## config.mk

```make
export PLATFORM = sky130hd
export DESIGN_NAME = register_file
export DESIGN_NICKNAME = d
export VERILOG_FILES = /design/src/rtl/register_file_pkg.sv /design/src/rtl/register_file.sv
export SDC_FILE = /design/constraint.sdc
export NUM_CORES = 2
export LEC_CHECK = 0
export CAP_MARGIN = 20
export CORE_MARGIN = 2
export CORE_UTILIZATION = 60
export DETAILED_ROUTE_END_ITERATION = 16
export PLACE_DENSITY = 0.79
export REMOVE_ABC_BUFFERS = 1
export SLEW_MARGIN = 5
export SYNTH_ARGS = -nofsm -noshare
export SYNTH_HDL_FRONTEND = slang
export SYNTH_SLANG_ARGS = --single-unit
```

## constraint.sdc

```tcl
create_clock -name clk -period 8.3 [get_ports clk]
set_clock_uncertainty 0.15 [all_clocks]
set_input_delay 2.49 -clock clk [delete_from_list [all_inputs] [get_ports clk]]
set_output_delay 2.49 -clock clk [all_outputs]
set_load 0.005 [all_outputs]
```

## src/rtl/register_file_pkg.sv

```systemverilog
// Shared core dimensions: data width, register/ROB index widths and table sizes.
// The ROB imports this package as well, so both blocks agree on tag and index sizes.
package register_file_pkg;

    localparam int XLEN_DEFAULT      = 32;
    localparam int REG_IDX_W_DEFAULT = 5;
    localparam int ROB_IDX_W_DEFAULT = 4;
    localparam int ROB_SIZE          = 1 << ROB_IDX_W_DEFAULT;
    localparam int NUM_REGS          = 32;

endpackage : register_file_pkg

```

## src/rtl/register_file.sv

```systemverilog
// Architectural register file with rename status: each register holds a value,
// a busy flag and the ROB tag of its pending producer, with a commit bypass on both read ports.
module register_file
    import register_file_pkg::*;
#(
    parameter int ROB_IDX_W = ROB_IDX_W_DEFAULT,
    parameter int REG_IDX_W = REG_IDX_W_DEFAULT,
    parameter int XLEN      = XLEN_DEFAULT
) (
    input  logic                 clk,
    input  logic                 rst,
    input  logic                 rdy,

    input  logic                 ren_valid,
    input  logic [REG_IDX_W-1:0] ren_rd,
    input  logic [ROB_IDX_W-1:0] ren_rob_id,

    input  logic                 cmt_valid,
    input  logic [REG_IDX_W-1:0] cmt_rd,
    input  logic [ROB_IDX_W-1:0] cmt_rob_id,
    input  logic [XLEN-1:0]      cmt_value,

    input  logic                 roll_back,

    input  logic [REG_IDX_W-1:0] rs1_idx,
    input  logic [REG_IDX_W-1:0] rs2_idx,
    output logic [XLEN-1:0]      rs1_value,
    output logic [XLEN-1:0]      rs2_value,
    output logic                 rs1_busy,
    output logic                 rs2_busy,
    output logic [ROB_IDX_W-1:0] rs1_tag,
    output logic [ROB_IDX_W-1:0] rs2_tag
);

    localparam int RD_W = XLEN + 1 + ROB_IDX_W;

    logic [XLEN-1:0]      values [NUM_REGS];
    logic [ROB_IDX_W-1:0] tags   [NUM_REGS];
    logic [NUM_REGS-1:0]  busy;

    logic cmt_en;
    logic ren_en;

    assign cmt_en = cmt_valid && (cmt_rd != '0);
    assign ren_en = ren_valid && (ren_rd != '0) && !roll_back;

    // Rename is applied after commit so a same-cycle rename of the same register keeps it busy
    // under the new tag; a commit only releases the register if it is still the newest producer.
    always_ff @(posedge clk) begin
        if (rst) begin
            for (int i = 0; i < NUM_REGS; i++) begin
                values[i] <= '0;
                tags[i]   <= '0;
            end
            busy <= '0;
        end else if (rdy) begin
            if (cmt_en) begin
                values[cmt_rd] <= cmt_value;
                if (tags[cmt_rd] == cmt_rob_id) begin
                    busy[cmt_rd] <= 1'b0;
                end
            end
            if (roll_back) begin
                busy <= '0;
            end else if (ren_en) begin
                busy[ren_rd] <= 1'b1;
                tags[ren_rd] <= ren_rob_id;
            end
        end
    end

    // One read port: x0 is hardwired, and a matching commit this cycle is forwarded as already done.
    function automatic logic [RD_W-1:0] read_port(input logic [REG_IDX_W-1:0] idx);
        logic [XLEN-1:0]      val;
        logic                 bsy;
        logic [ROB_IDX_W-1:0] tag;
        val = values[idx];
        bsy = busy[idx];
        tag = tags[idx];
        if (idx == '0) begin
            val = '0;
            bsy = 1'b0;
            tag = '0;
        end else if (rdy && cmt_valid && (cmt_rd == idx) && bsy && (tag == cmt_rob_id)) begin
            val = cmt_value;
            bsy = 1'b0;
        end
        return {val, bsy, tag};
    endfunction

    assign {rs1_value, rs1_busy, rs1_tag} = read_port(rs1_idx);
    assign {rs2_value, rs2_busy, rs2_tag} = read_port(rs2_idx);

endmodule : register_file

```

==> run summary <==
FLOORPLANNING
---------------------------------------------------------------------------
Area of the core region                                           0.108 mm²
Y dimension of the die                                               334 µm
Horizontal die dimension                                             334 µm
Ports                                                                   140
Starting utilization of the core area                                 60.2%
FP Rows                                                                 121
Overall die area                                                  0.111 mm²

ROUTE
---------------------------------------------------------------------------
Final routed wire length divided by cell count                      38.3 µm
Initial DRC Count                                                     8,494
Total detailed-routing wirelength                                227,000 µm
DRC violations left                                                       0
Routed via count                                                      47.9k
Residual antenna-violating net count after detailed routing               0
Via density per instance                                               8.08
Drt pass-1 iters                                                          8

SETUP PATH
---------------------------------------------------------------------------
Maximum fanout along the worst path                                      12
Worst setup path class                                               in2out
Type of element capturing the critical path                      output pin
Required time of the worst setup path                               5.66 ns
Startpoint kind of the worst setup timing path                 primary input
Arrival time of data at the critical path endpoint                  5.74 ns

RUN STATUS
---------------------------------------------------------------------------
Status                                                         complete, but fails checks
Violated checks                                                negative setup slack

STA
---------------------------------------------------------------------------
Slew HR                                                               28.0%
Final setup violating endpoints                                          12
Highest achievable clock rate                                     0.119 GHz
Final worst path period share                                          101%
Unrepaired setup endpoints after global routing                         yes
Final min period                                                    8.38 ns
Tightest Pin Transition                                             1.08 ns
Max-slew violation count                                                  0
Worst setup slack after layout                                   -0.0776 ns
Final Hold Viols                                                          0

GRT
---------------------------------------------------------------------------
Via count of the first global-routing pass                            47.2k
First-pass GRT wire length                                       323,000 µm
Global Route Usage Sum                                                40.3%
Overflow left after global routing                                        0
GR peak layer                                                          met2
Global routing met3 resource utilization                              11.7%
Met1 Usage GRT                                                        51.2%
Fraction of met2 tracks used by global routing                        61.3%
Maximum number of pins on one net before global-route repair            171
Antenna violations before repair                                          6

SYNTH
---------------------------------------------------------------------------
Commonest register cell after synthesis                            edfxtp_1
Register bit total from synthesis                                     1,184
Warnings, synthesis                                                       0
Mean post-synth cell area                                          14.9 µm²
Mapped Cells                                                          4,372
Async set-or-reset flop fraction in the synthesized netlist              0%
Post-synth EDFFs                                                      1,152
Seq/Total Area, Yosys                                                 54.0%
Area of the mapped netlist                                       0.0653 mm²
Unique masters post-synth                                                64

CLOCK TREE
---------------------------------------------------------------------------
Clock latency on the worst-skew pair                                0.73 ns
Maximum root-to-sink buffer count                                         3
TritonCTS clock tree                                                    yes
Cell chosen for the clock root                                    clkbuf_16
Worst-path clk slew                                                 0.06 ns
Number of buffers added by the clock tree synthesis step                119
Number of clock sinks                                                 1,184
H-tree depth                                                              3

FINISH
---------------------------------------------------------------------------
Final Instance Count excl. Fillers                                    5,933
Proportion of layout cells with a drive suffix above 1                33.5%
Number of nets in the final layout                                    4,478
Layout area overhead                                                  14.8%

PWR
---------------------------------------------------------------------------
Leakage power                                                       23.8 nW
Total power divided by cell area                                 203 mW/mm²
Peak ir drop on the vdd network                                    0.261 mV

PLACE
---------------------------------------------------------------------------
Post-placement worst setup slack                                  -0.562 ns
Detail Placement HPWL                                            132,000 µm
IO buf count                                                            139
Final weighted congestion in routability-driven placement             0.998
Placed Instances                                                      5,647

FLOW RUN
---------------------------------------------------------------------------
Maxcap violations                                                         0

MIN PATH
---------------------------------------------------------------------------
Classification of the worst-slack hold path                         reg2reg

[synthesized netlist by cell type (all sizes together), types with 32 or more instances]
master | instances | area, µm²
buf | 180 | 908
nor3 | 997 | 4990
a31oi | 65 | 407
edfxtp | 1152 | 34600
mux4 | 718 | 16200
clkbuf | 427 | 1600
nand2 | 39 | 146
and3 | 65 | 407
and2 | 69 | 432
dfxtp | 32 | 641
nor2 | 39 | 146
o22ai | 41 | 263
mux2i | 93 | 935
nor3b | 32 | 275
nand4 | 39 | 244
mux2 | 65 | 732
a211oi | 37 | 413
inv | 39 | 146
[critical path, stage by stage]
cell	delay, ns
buf_16	0.18
mux4_2	0.57
mux2i_2	0.27
nor3_1	0.09
a311oi_1	0.29
buf_4	0.17
xnor2_1	0.06
buf_4	0.15
nor2_4	0.10
buf_6	0.15
buf_12	0.18
clkbuf_16	0.18
a31oi_1	0.10
nor3b_2	0.19
clkdlybuf4s50_1	0.53
[cell families after synthesis]
logic type	after synthesis	synth area share [%]
AND/OR/NAND/NOR	1401	11.5
flip-flops	1184	54.0
multiplexers	876	27.3
buffers and inverters	646	4.07
AO/OA/AOI/OAI	242	2.79
XOR/XNOR	22	0.295
other	1	0.00574
[metal layers]
layer / wire length [µm] / share of wire (%) / up-vias
li1: - / - / 18000
met1: 70300 / 31 / 23600
met2: 103000 / 46 / 5110
met3: 35000 / 15 / 1159
met4: 18500 / 8.1 / 10
met5: 66 / 0.029 / -
[power breakdown]
part           total [W]  switching, W  internal (W)
Combinational    0.00257       0.00139       0.00118
Sequential       0.00707      0.000203       0.00687
Clock            0.00558       0.00240       0.00318
Total             0.0152       0.00399        0.0112
[what timing repair did]
action	CTS	global route
hold buffers	0	0
gates cloned	10	6
gates resized for setup	104	70
endpoints found under the setup margin	66	58
pin swaps	13	14
buffers inserted	25	17
[layout make-up]
class | instances | area [µm²]
Antenna cell | 3 | 7.51
Clock buffer | 141 | 3130
Clock inverter | 84 | 845
Fill cell | 6829 | 33500
Inverter | 39 | 151
Multi-Input combinational cell | 2577 | 28300
Sequential cell | 1184 | 35200
Tap cell | 1414 | 1770
Timing Repair Buffer | 491 | 5450
[placed cells by master (no fill, tap or decap), types with 11 or more instances in the layout]
master	n
nor3_1	997
clkbuf_16	128
a31oi_1	60
nand4_1	39
edfxtp_1	1152
o21bai_4	31
nor3b_2	20
clkdlybuf4s50_1	77
nor2_1	37
and2_1	68
and3_1	64
buf_12	72
inv_1	37
or4_1	17
dlygate4sd2_1	26
a211oi_2	27
buf_6	13
dfxtp_1	32
o22ai_1	38
a31o_2	16
clkbuf_1	18
nor4_1	21
nand2_1	38
nor2b_1	11
conb_1	36
buf_4	250
mux2i_1	83
buf_16	18
mux2_2	65
bufinv_16	16
xnor2_1	13
or2_2	21
dlymetal6s2s_1	13
clkinv_1	33
clkinv_2	20
mux4_2	718
[flip-flops by register name, summed over array words and instances (netlist names)]
name    cells
busy       32
tags      128
values   1024
[through the flow]
step | hold WS, ns | instance area, µm² | utilization [%] | setup TNS [ns] | power (W)
floorplan | 0.292 | 62900 | - | -1714.44 | 0.00825
global placement | 0.311 | 69600 | 64.2 | -14.35 | 0.00937
detailed placement | 0.327 | 69600 | 64.2 | -14.80 | 0.00944
CTS | 0.335 | 74400 | 68.6 | -0.0304 | 0.0150
global route | 0.356 | 74900 | 69.1 | -1.68 | 0.0154
finish | 0.335 | 74900 | 69.1 | -0.473 | 0.0152
[final timing paths]
path | from | end | slack, ns | cells past startpoint
setup / recovery | rs1_idx[0] | rs1_value[28] | -0.08 | 15
hold / removal | busy[27] | busy[27] | 0.34 | 2
setup reg to reg | tags[11][1] | busy[21] | 5.06 | 9
hold reg to reg | busy[27] | busy[27] | 0.34 | 2
No activity file was read; power rests on OpenSTA's default activity.
